**config.mk**
```make
export PLATFORM = sky130hd
export DESIGN_NAME = spec_readout
export DESIGN_NICKNAME = d
export VERILOG_FILES = /design/src/rtl/spec_readout.sv
export SDC_FILE = /design/constraint.sdc
export NUM_CORES = 1
export LEC_CHECK = 0
export CORE_MARGIN = 5
export CORE_UTILIZATION = 40
export DETAILED_ROUTE_END_ITERATION = 6
export GPL_TIMING_DRIVEN = 0
export SYNTH_ARGS = -nofsm -noshare
export SYNTH_HDL_FRONTEND = slang
export SYNTH_SLANG_ARGS = --single-unit
```
**constraint.sdc**
```tcl
create_clock -name clk -period 6.9 [get_ports clk]
set_input_delay 1.725 -clock clk [delete_from_list [all_inputs] [get_ports clk]]
set_output_delay 1.725 -clock clk [all_outputs]
set_load 0.01 [all_outputs]
```
**src/rtl/spec_readout.sv**
```systemverilog
// Spectrum readout: streams accumulated bins 1..num_bins from the accumulator DPRAM into
// the upload FIFO, clearing each location after it is read. Define BG_SUB_EN to subtract the background spectrum.
module spec_readout #(
  parameter int IDX_W      = 10,
  parameter int N_POINTS   = 1024,
  parameter int BIN_W      = 4,
  parameter int DATA_W     = 32,
  parameter int RD_LAT     = 2,
  parameter int OBUF_DEPTH = 4,
  parameter int ADDR_W     = BIN_W + IDX_W
) (
  input  logic              clk,
  input  logic              rst,
  input  logic              start,
  input  logic [BIN_W-1:0]  num_bins,
  output logic [ADDR_W-1:0] rdaddr_out,
  input  logic [DATA_W-1:0] rddata_in,
  output logic [IDX_W-1:0]  bg_rdaddr_out,
  input  logic [DATA_W-1:0] bg_rddata_in,
  output logic              clr_wea,
  output logic [ADDR_W-1:0] clr_addr,
  output logic [DATA_W-1:0] out_data,
  output logic              out_valid,
  input  logic              out_ready,
  output logic              busy,
  output logic              done
);

  // state  | meaning
  // IDLE   | waiting for start
  // ISSUE  | issuing reads while output credit is available
  // DRAIN  | all reads issued, waiting for returns and buffer to empty
  // FINISH | one-cycle done pulse

`ifdef BG_SUB_EN
  localparam int LAT = RD_LAT + 1;
`else
  localparam int LAT = RD_LAT;
`endif
  localparam int PTR_W = $clog2(OBUF_DEPTH);
  localparam int CNT_W = PTR_W + 1;
  localparam logic [IDX_W-1:0] LAST_IDX = IDX_W'(N_POINTS - 1);
  localparam logic [CNT_W:0]   DEPTH_C  = (CNT_W + 1)'(OBUF_DEPTH);

  typedef enum logic [1:0] {IDLE, ISSUE, DRAIN, FINISH} state_t;

  state_t            state_q, state_d;
  logic [BIN_W-1:0]  nb_q, nb_d, bin_q, bin_d;
  logic [IDX_W-1:0]  idx_q, idx_d;
  logic [LAT-1:0]    vld_q;
  logic [ADDR_W-1:0] tag_q [LAT];
  logic [CNT_W-1:0]  infl_q, cnt_q;
  logic [PTR_W-1:0]  wr_q, rd_q;
  logic [DATA_W-1:0] buf_q [OBUF_DEPTH];
  logic [DATA_W-1:0] push_data;
  logic              issue, push, pop, credit, last;

  // Buffer occupancy plus reads in flight bounds the buffer, so it can never overflow.
  assign credit = ({1'b0, cnt_q} + {1'b0, infl_q}) < DEPTH_C;
  assign last   = (bin_q == nb_q) && (idx_q == LAST_IDX);
  assign push   = vld_q[LAT-1];
  assign pop    = out_valid && out_ready;

  assign out_valid = (cnt_q != '0);
  assign out_data  = out_valid ? buf_q[rd_q] : '0;
  assign clr_wea   = vld_q[LAT-1];
  assign clr_addr  = tag_q[LAT-1];
  assign busy      = (state_q != IDLE);

  always_comb begin
    state_d = state_q;
    nb_d    = nb_q;
    bin_d   = bin_q;
    idx_d   = idx_q;
    issue   = 1'b0;
    done    = 1'b0;
    case (state_q)
      IDLE: begin
        if (start) begin
          nb_d    = num_bins;
          bin_d   = BIN_W'(1);
          idx_d   = '0;
          state_d = ISSUE;
        end
      end
      ISSUE: begin
        if (nb_q == '0) begin
          state_d = FINISH;
        end else if (credit) begin
          issue = 1'b1;
          if (idx_q == LAST_IDX) begin
            idx_d = '0;
            bin_d = bin_q + BIN_W'(1);
          end else begin
            idx_d = idx_q + IDX_W'(1);
          end
          if (last) state_d = DRAIN;
        end
      end
      DRAIN: begin
        if (infl_q == '0 && cnt_q == '0) state_d = FINISH;
      end
      FINISH: begin
        done    = 1'b1;
        state_d = IDLE;
      end
      default: state_d = IDLE;
    endcase
  end

  always_ff @(posedge clk or posedge rst) begin
    if (rst) begin
      state_q    <= IDLE;
      nb_q       <= '0;
      bin_q      <= '0;
      idx_q      <= '0;
      rdaddr_out <= '0;
      vld_q      <= '0;
      for (int i = 0; i < LAT; i++) tag_q[i] <= '0;
      infl_q     <= '0;
      cnt_q      <= '0;
      wr_q       <= '0;
      rd_q       <= '0;
    end else begin
      state_q <= state_d;
      nb_q    <= nb_d;
      bin_q   <= bin_d;
      idx_q   <= idx_d;
      if (issue) rdaddr_out <= {bin_q, idx_q};
      vld_q[0] <= issue;
      tag_q[0] <= {bin_q, idx_q};
      for (int i = 1; i < LAT; i++) begin
        vld_q[i] <= vld_q[i-1];
        tag_q[i] <= tag_q[i-1];
      end
      infl_q <= infl_q + CNT_W'(issue) - CNT_W'(push);
      cnt_q  <= cnt_q + CNT_W'(push) - CNT_W'(pop);
      if (push) wr_q <= wr_q + PTR_W'(1);
      if (pop)  rd_q <= rd_q + PTR_W'(1);
    end
  end

  always_ff @(posedge clk) begin
    if (push) buf_q[wr_q] <= push_data;
  end

`ifdef BG_SUB_EN
  logic [DATA_W-1:0] sub_q;

  always_ff @(posedge clk or posedge rst) begin
    if (rst) begin
      sub_q         <= '0;
      bg_rdaddr_out <= '0;
    end else begin
      sub_q <= (rddata_in >= bg_rddata_in) ? (rddata_in - bg_rddata_in) : '0;
      if (issue) bg_rdaddr_out <= idx_q;
    end
  end
  assign push_data = sub_q;
`else
  logic unused_bg;
  assign unused_bg     = ^bg_rddata_in;
  assign bg_rdaddr_out = '0;
  assign push_data     = rddata_in;
`endif

endmodule

```
==> results of run 1 <==
==> cells in the final DEF, fill, tap and decap left out, drive strengths merged, types with 4 or more instances in the layout <==
master / netlist / routed
a21oi: 4 / 4
nand2: 15 / 15
ha: 16 / 16
buf: 31 / 36
xnor2: 5 / 5
clkbuf: 8 / 34
clkinv: 0 / 6
clkdlybuf4s50: 0 / 103
conb: 1 / 10
mux2: 18 / 18
mux4: 32 / 32
and2: 38 / 38
inv: 15 / 16
o21ai: 14 / 14
nand3: 7 / 7
nor3: 5 / 5
nor2: 12 / 12
xor2: 9 / 9
dfrtp: 74 / 74
edfxtp: 128 / 128
==> cell type report <==
class / instances / area (sq um)
Multi-Input combinational cell: 216 / 2100
Clock buffer: 26 / 591
Tap cell: 270 / 338
Inverter: 15 / 58.8
Sequential cell: 202 / 5700
Clock inverter: 10 / 56.3
Timing Repair Buffer: 108 / 1150
Buffer: 39 / 260
Fill cell: 1740 / 9780
==> power by group <==
part	leakage (nW)	switching [mW]	internal, mW
Combinational	1.45	0.622	0.754
Clock	0.309	0.439	0.607
Sequential	2.13	0.107	1.46
==> kinds of logic after synthesis <==
| kind of cell | count (synthesis) |
|---|---|
| other cells | 1 |
| simple gates | 93 |
| compound gates | 30 |
| xor+xnor | 14 |
| flops | 202 |
| mux | 51 |
| fa+ha+maj | 18 |
| buf+inv | 54 |
==> state kept, by name (all words and copies together) (netlist names), 3 cells and up <==
name        flops
tag_q          14
cnt_q           3
rdaddr_out     14
bin_q           4
buf_q         128
infl_q          3
nb_q            4
clr_addr       14
idx_q          10
==> metrics by stage <==
step                      utilization, %  instances  setup WS [ns]
after CTS                           51.2        886           2.42
after floorplan                        -        472           3.29
final                               51.2        886           2.46
after global routing                51.2        886           2.28
after global placement              47.3        845           2.11
after detailed placement            47.9        850           2.95
==> per-layer routing <==
metal / routed length, um / share of wire (%)
met1: 6680 / 44
met4: 251 / 1.6
met3: 749 / 4.9
met2: 7620 / 50
met5: 0 / 0
==> worst max-delay path, cell delays in order, from the launching register on <==
cell             delay (ns)
dfrtp_1                0.33
clkbuf_1               0.26
clkbuf_1               0.57
mux4_2                 0.40
and2_1                 0.19
clkdlybuf4s50_1        0.48
==> worst min-delay path by stage <==
stage                   endpoint  cells after the start
finish               clr_addr[7]                      0
global route        clr_addr[13]                      0
CTS                  clr_addr[7]                      0
detailed placement   clr_addr[3]                      0
global placement        vld_q[1]                      0
floorplan            clr_addr[0]                      0
==> qor.txt, run 1 <==
CP Launch Type = flop
drt first-iter violations = 137
largest family of logic cells by synthesized area = multiplexers
status = finished clean
Worst Path Max Fanout = 10
diode count = 0
TritonCTS Sinks = 202
final critical-path required period = 4.44 ns
Die X = 152 um
initial antenna violation count = 0
fmax = 225 MHz
port buffer count = 103
IO Pins = 146
mux cell area share after synthesis = 11.6%
Top Usage Layer GRT = met2
FP Rows = 52
gr usage total = 13.3%
max cap viols = 0
met3 Use GR = 2.90%
clock root buffer = clkbuf_16
HP Class = flop to flop
Die Area = 23100 sq um
crit path DAT = 2.72 ns
hold path startpoint = tag_q[21]
gr ovfl total = 0
setup TNS = 0 ns
Reg-to-Reg Start = state_q[1]
layout cells sized above 1 = 20.9%
top cells by instance count after synthesis = 128 x edfxtp_1, 74 x dfrtp_1, 38 x and2_1
simple-gate portion of the synthesized area = 6.69%
Via density = 4.77
post-synthesis sequential area ratio = 70.5%
vias in the first global route = 4599
CTS tree = built
initial core utilization = 40.3%
asr flop ratio synth = 36.6%
cts repair resizes = 0
total power = 3.99 mW
share of Yosys cell area claimed by the top area cell type = 47.6%
main flop type after synthesis = edfxtp_1
post-placement cell area = 9610 sq um
# hold bufs at CTS = 0
total iterations of the first detailed-routing run = 4
Area growth syn-to-layout = 27.0%
Finished Cell Area = 10300 sq um
FF+latch count, synth = 202
total number of vias = 4230
Post-Syn Area = 8080 sq um
RD Place Congestion = 0.774
Crit Path Class = flop to primary output
Worst slew margin = 54.6%
routed len/inst = 17.3 um
clock skew = 0.0157 ns
final hold vios = 0
Post-CTS Setup Bufs = 0
Syn. warnings = 0
Final Max Slew Viols = 0
Core Box Area = 20000 sq um
first-pass GRT wire length = 25100 um
cell area power density = 389 nW/um^2
count of flip-flops with a built-in enable after synthesis = 128
post-synthesis compound-gate area fraction = 2.76%
Finish-stage setup viols = 0
post-synth top area cell = edfxtp_1
Die Span Y = 152 um
RSZ-0062 raised after global routing = no
worst r2r path cells = 12
reg-to-reg slack, setup = 3.98 ns
clock-pin transition on the worst setup and hold timing paths = 0.06 ns
final period utilization = 64.4%
Max Root-Sink Buffers = 3
clk_lat worst skew = 0.49 ns
Critical R2R Capture = infl_q[2]
Critical Path Source = rd_q[1]
Layout Nets = 693
largest cells by area after synthesis = edfxtp_1 48%, dfrtp_1 23%, mux4_2 8.9%
count leader, synth = edfxtp_1
Mapped Cells = 463
cts bufs inserted = 21
worst vdd ir = 0.000216 V
CP Data Required Time = 5.18 ns
Hold WS = 0.347 ns
largest net degree at the start of global routing = 75
leakage = 3.89 nW
DRC viols = 0
DP HPWL = 10100 um
antenna viol nets, final = 0
detailed-route wire length = 15300 um
Setup crit end kind = primary output
htree depth = 1
syn avg cell area = 17.4 sq um
synth unique cells = 47
post-synthesis adder-cell area fraction = 2.97%
Synth Area in XOR/XNOR = 1.52%
end of the critical path = out_data[7]
Worst Tran Pin Value = 0.681 ns
GR Util met1 = 17.7%
met2 Usage GRT = 22.3%
(Power assumes the default switching activity.)
==> run 2, diff against run 1 <==
--- a/config.mk
+++ b/config.mk
@@ -9,6 +9,7 @@
 export CORE_UTILIZATION = 40
 export DETAILED_ROUTE_END_ITERATION = 6
 export GPL_TIMING_DRIVEN = 0
+export PLACE_DENSITY = 0.66
 export SYNTH_ARGS = -nofsm -noshare
 export SYNTH_HDL_FRONTEND = slang
 export SYNTH_SLANG_ARGS = --single-unit
==> constraint.sdc (replaced) <==
create_clock -name clk -period 3.6 [get_ports clk]
set_input_delay 0.9 -clock clk [delete_from_list [all_inputs] [get_ports clk]]
set_output_delay 0.9 -clock clk [all_outputs]
set_load 0.01 [all_outputs]
==> run 2 against run 1 <==
Against the previous run:
- setup slack got worse by 2.3 ns
- highest routed layer is now met5
- sequential share of layout area is 0.20 points lower
- final cell count decreased by 0.11%
- critical endpoint is now out_data[3]
- flip-flop and latch count unchanged
- clock power grew 110%
==> qor.txt, run 2 (same netlist as run 1, synthesis figures left out) <==
gr usage total = 13.2% (-0.13 points)
area used by multi-input combinational logic = 2100 sq um (unchanged)
slowest CP cell = mux4_2
RSZ-0062 raised after global routing = no
layout cells sized above 1 = 21.8% (+0.85 points)
clock root buffer = clkbuf_16
clock power share = 28.0% (+1.8 points)
antenna viol nets, final = 0 (unchanged)
register area = 5700 sq um (unchanged)
clk_lat worst skew = 0.48 ns (about the same)
switching share of power = 28.4% (-0.90 points)
Switch Pwr = 2.23 mW (+91%)
cell area power density = 764 nW/um^2 (+96%)
CP Launch Type = flop
HP Class = flop to flop
sequential power share = 38.2% (-1.1 points)
first-pass GRT wire length = 25000 um (-0.47%)
Worst Path Max Fanout = 10 (unchanged)
Worst slew margin = 40.4% (-14 points)
Die Area = 23100 sq um (unchanged)
vias in the first global route = 4690 (+2.0%)
clock-pin transition on the worst setup and hold timing paths = 0.06 ns (about the same)
Reg-to-Reg Start = state_q[1]
port buffer count = 103 (unchanged)
Crit Path Class = flop to primary output
Critical Path Source = rd_q[0]
Max Root-Sink Buffers = 3 (unchanged)
Worst Tran Pin Value = 0.894 ns (+0.213 ns)
max FFs per register = 128 (unchanged)
Final Max Slew Viols = 0 (unchanged)
max cap viols = 0 (unchanged)
# hold bufs at CTS = 0 (unchanged)
drt first-iter violations = 175 (+28%)
Layout Nets = 692 (-0.14%)
IO Pins = 146 (unchanged)
setup ws final = 0.170 ns (-2.29 ns)
Setup crit end kind = primary output
CTS tree = built
Max stage delay on crit path = 0.53 ns (-0.04 ns)
clock skew = 0.00678 ns (-0.00893 ns)
total iterations of the first detailed-routing run = 4 (unchanged)
diode count = 0 (unchanged)
largest net degree at the start of global routing = 75 (unchanged)
worst vdd ir = 0.000470 V (+120%)
Post-CTS Setup Bufs = 0 (unchanged)
post-layout util = 51.4% (+0.19 points)
detailed-route wire length = 15200 um (-0.99%)
Hold WS = 0.345 ns (-0.00211 ns)
DP HPWL = 10000 um (-0.22%)
CP Cell Sequence = buf_2, clkbuf_4, mux4_2, and2_1, clkdlybuf4s50_1
Core Box Area = 20000 sq um (unchanged)
CP Data Required Time = 2.70 ns (-2.48 ns)
dpl ws = 0.471 ns (-2.48 ns)
gr ovfl total = 0 (unchanged)
cts bufs inserted = 21 (unchanged)
initial antenna violation count = 1 (+1)
Comb pwr share = 33.8% (-0.7 points)
internal power = 5.63 mW (+100%)
TritonCTS Sinks = 202 (unchanged)
final hold vios = 0 (unchanged)
Area growth syn-to-layout = 27.5%
leakage = 3.93 nW (+0.97%)
fmax = 292 MHz
initial core utilization = 40.3% (unchanged)
status = finished clean
most frequent cells in the layout = 128 x edfxtp_1, 103 x clkdlybuf4s50_1, 74 x dfrtp_1, 34 x and2_1, 32 x mux4_2
total number of vias = 4268 (+0.90%)
Finish-stage setup viols = 0 (unchanged)
crit path DAT = 2.53 ns (-0.19 ns)
final period utilization = 95.3%
final critical-path required period = 3.43 ns
Die X = 152 um (unchanged)
Die Span Y = 152 um (unchanged)
routed len/inst = 17.1 um (-0.87%)
Finished Cell Area = 10300 sq um (+0.37%)
RD Place Congestion = 0.765 (-1.1%)
post-placement cell area = 9570 sq um (-0.44%)
Fillers = 1701 (-2.2%)
FP Rows = 52 (unchanged)
most common cell after layout, fill and taps aside = edfxtp_1
hold path startpoint = tag_q[15]
Via density = 4.82 (+1.0%)
Largest Register = buf_q
htree depth = 1 (unchanged)
DRC viols = 0 (unchanged)
## run 2: cell types whose count changed in the layout (fill, tap and decap cells not counted)
cell	delta
buf_16	-3
clkbuf_8	+1
buf_12	+2
clkbuf_16	-2
clkinv_4	+1
clkinv_2	+1
clkinv_1	-2
buf_2	-3
clkbuf_1	-4
clkbuf_4	+3
clkinvlp_4	-3
clkbuf_2	+4
bufinv_16	+4
## run 2: power groups by stage
stage	clock [mW]	combinational, mW	sequential (mW)
2_1_floorplan	0	1.61	3.00
3_3_place_gp	0	2.60	3.04
3_5_place_dp	0	2.69	3.05
4_1_cts	2.27	2.71	3.01
5_1_grt	2.37	2.91	3.04
6_report	2.20	2.66	3.00
## run 2: what timing repair did
item                       in CTS  in global routing
pin swaps                       0                  0
resized for setup               3                  5
setup endpoints to repair      29                 27
cloned                          0                  0
## run 2: path summary, 6_finish.rpt
path	end	slack (ns)	cells past startpoint
worst max-delay path	out_data[3]	0.17	5
worst min-delay path	clr_addr[1]	0.35	0
worst max register to register	infl_q[2]	0.70	12
worst min register to register	clr_addr[1]	0.35	0
max in group asynchronous	state_q[1]	2.05	2
min in group asynchronous	clr_addr[4]	0.96	2
## run 2: area by class of cell
class                           instances  share of cell area, %
Tap cell                              270                   3.28
Sequential cell                       202                   55.3
Buffer                                 39                   2.65
Multi-Input combinational cell        216                   20.4
Clock buffer                           25                   5.39
Timing Repair Buffer                  107                   10.8
Inverter                               15                  0.571
Clock inverter                         11                   1.56
## run 2: per-layer routing
| metal | wire length (um) | vias up | GRT usage, % |
|---|---|---|---|
| met5 | 13 | - | 0 |
| met2 | 7750 | 108 | 23.0 |
| met1 | 6380 | 2161 | 16.6 |
| li1 | - | 1967 | - |
| met3 | 725 | 30 | 3.27 |
| met4 | 291 | 2 | 3.04 |
## run 2: worst max-delay path: cells and delay by family, from the launching register on
family,cells,cell delay [ns]
multiplexers,1,0.53
flip-flops,1,0.31
AND/OR/NAND/NOR,1,0.17
buffers and inverters,3,1.03
## run 2: per-stage QoR
stage                     setup TNS [ns]  std cells  total power [mW]
after global placement            -21.85        845              5.64
after global routing                   0        885              8.32
final                                  0        885              7.87
after detailed placement               0        849              5.74
after floorplan                        0        472              4.61
after CTS                              0        885              7.98
==> run 3, diff against run 2 <==
--- a/config.mk
+++ b/config.mk
@@ -9,7 +9,7 @@
 export CORE_UTILIZATION = 40
 export DETAILED_ROUTE_END_ITERATION = 6
 export GPL_TIMING_DRIVEN = 0
-export PLACE_DENSITY = 0.66
+export HOLD_SLACK_MARGIN = 0.12
 export SYNTH_ARGS = -nofsm -noshare
 export SYNTH_HDL_FRONTEND = slang
 export SYNTH_SLANG_ARGS = --single-unit
==> constraint.sdc (replaced) <==
create_clock -name clk -period 3.4 [get_ports clk]
set_input_delay 0.85 -clock clk [delete_from_list [all_inputs] [get_ports clk]]
set_output_delay 0.85 -clock clk [all_outputs]
set_load 0.01 [all_outputs]
==> run 3 against run 2 <==
Against the previous run:
- flip-flop and latch count did not move
- highest routed layer is now met4
- clock power fell by 4%
- sequential power rose by 6%
- hold slack improved by 0.0024 ns
- critical endpoint is now out_data[19]
- via count fell by 0.75%
- combinational power rose by 7%
- final cell count did not move
- first-iteration DRC count fell by 22%
- critical path type unchanged
==> qor.txt, run 3 (same netlist as run 1, synthesis figures left out) <==
status = finished clean
cell area power density = 791 nW/um^2 (+3.5%)
Worst Path Max Fanout = 10 (unchanged)
diode count = 0 (unchanged)
met2 Usage GRT = 22.4% (-0.64 points)
clock-pin transition on the worst setup and hold timing paths = 0.06 ns (about the same)
DRC viols = 0 (unchanged)
post-placement cell area = 9610 sq um (+0.44%)
drt first-iter violations = 136 (-22%)
FP Rows = 52 (unchanged)
final period utilization = 96.3%
routed len/inst = 17.4 um (+1.4%)
setup TNS = 0 ns (unchanged)
initial core utilization = 40.3% (unchanged)
gr ovfl total = 0 (unchanged)
worst vdd ir = 0.000438 V (-6.9%)
RD Place Congestion = 0.774 (+1.2%)
HP Class = flop to flop
most frequent cells in the layout = 128 x edfxtp_1, 103 x clkdlybuf4s50_1, 74 x dfrtp_1, 34 x and2_1, 32 x mux4_2
Critical R2R Capture = infl_q[2]
layout cells sized above 1 = 22.0% (+0.16 points)
RSZ-0062 raised after global routing = yes
final critical-path required period = 3.28 ns
fmax = 305 MHz
reg-to-reg slack, setup = 0.48 ns (-0.22 ns)
first-pass GRT wire length = 25200 um (+0.61%)
total iterations of the first detailed-routing run = 4 (unchanged)
Finish-stage setup viols = 0 (unchanged)
Max Root-Sink Buffers = 3 (unchanged)
GR Util met1 = 17.7% (+1.0 points)
Area growth syn-to-layout = 27.4% (about the same)
htree depth = 1 (unchanged)
max cap viols = 0 (unchanged)
IO Pins = 146 (unchanged)
Die X = 152 um (unchanged)
setup ws final = 0.124 ns (-0.0458 ns)
leakage = 3.92 nW (-0.34%)
max FFs per register = 128 (unchanged)
largest net degree at the start of global routing = 75 (unchanged)
Hold Path Depth = 0 (unchanged)
Crit Path Class = flop to primary output
Setup crit end kind = primary output
Critical Path Source = rd_q[0]
clock skew = 0.0150 ns (+0.00825 ns)
most common cell after layout, fill and taps aside = edfxtp_1
Post-CTS Setup Bufs = 0 (unchanged)
Layout Nets = 692 (unchanged)
DP HPWL = 10100 um (+0.22%)
clk_lat worst skew = 0.49 ns (about the same)
Finished Cell Area = 10300 sq um (about the same)
cts bufs inserted = 21 (unchanged)
Top Usage Layer GRT = met2
port buffer count = 103 (unchanged)
Die Area = 23100 sq um (unchanged)
Die Span Y = 152 um (unchanged)
TritonCTS Sinks = 202 (unchanged)
CP Launch Type = flop
clock root buffer = clkbuf_16
met3 Use GR = 2.90% (-0.37 points)
crit path DAT = 2.43 ns (-0.10 ns)
end of the critical path = out_data[19]
CP Data Required Time = 2.55 ns (-0.15 ns)
antenna viol nets, final = 0 (unchanged)
dpl ws = 0.326 ns (-0.146 ns)
Core Box Area = 20000 sq um (unchanged)
final hold vios = 0 (unchanged)
Final Max Slew Viols = 0 (unchanged)
Reg-to-Reg Start = state_q[1]
vias in the first global route = 4610 (-1.7%)
Via density = 4.79 (-0.75%)
initial antenna violation count = 0 (-1)
CTS tree = built
detailed-route wire length = 15400 um (+1.4%)
Largest Register = buf_q
worst r2r path cells = 12 (unchanged)
total number of vias = 4236 (-0.75%)
gr usage total = 13.3% (+0.14 points)
==> run 3: repair_timing <==
action | in CTS | in global routing
setup endpoints to repair | 29 | 28
endpoints found under the hold margin | 0 | 0
gates resized for setup | 12 | 7
hold buffers | 0 | 0
==> run 3: layout make-up <==
| cell class | instances | area (sq um) |
|---|---|---|
| clock inverters | 10 | 56.3 |
| repair buffers | 108 | 1150 |
| fillers | 1732 | 9750 |
| flip-flops and latches | 202 | 5700 |
| plain buffers | 38 | 294 |
| clock buffers | 26 | 591 |
| multi-input cells | 216 | 2100 |
| inverters | 15 | 58.8 |
| well taps | 270 | 338 |
==> run 3: worst max-delay path: stages (launching register included) <==
cell	delay [ns]
dfrtp_1	0.33
clkbuf_4	0.22
buf_6	0.21
mux4_2	0.52
and2_1	0.17
clkdlybuf4s50_1	0.48
==> run 3: metal layers <==
layer	wire length (um)	part of all wire (%)
met4	260	1.7
met1	6720	44
met5	0	0
met3	732	4.8
met2	7660	50
==> run 3: stage by stage <==
step                power [mW]  hold WS, ns  util, %  std cells
finish                    8.14        0.347     51.3        885
global route              8.62        0.352     51.3        885
CTS                       8.29        0.351     51.3        886
detailed placement        6.08        0.337     47.9        850
global placement          5.98        0.333     47.3        845
floorplan                 4.88        0.331        -        472
==> run 3: worst min path at each step <==
stage / endpoint / slack (ns) / startpoint
final: clr_addr[7] / 0.35 / tag_q[21]
after detailed placement: clr_addr[3] / 0.34 / tag_q[17]
after global placement: vld_q[1] / 0.33 / vld_q[0]
after global routing: clr_addr[13] / 0.35 / tag_q[27]
after CTS: clr_addr[7] / 0.35 / tag_q[21]
after floorplan: clr_addr[0] / 0.33 / tag_q[14]
==> run 3: where the power goes <==
part | leakage (nW) | internal [mW] | switching, mW
Clock | 0.309 | 1.23 | 0.891
Sequential | 2.13 | 2.96 | 0.217
Combinational | 1.48 | 1.57 | 1.27
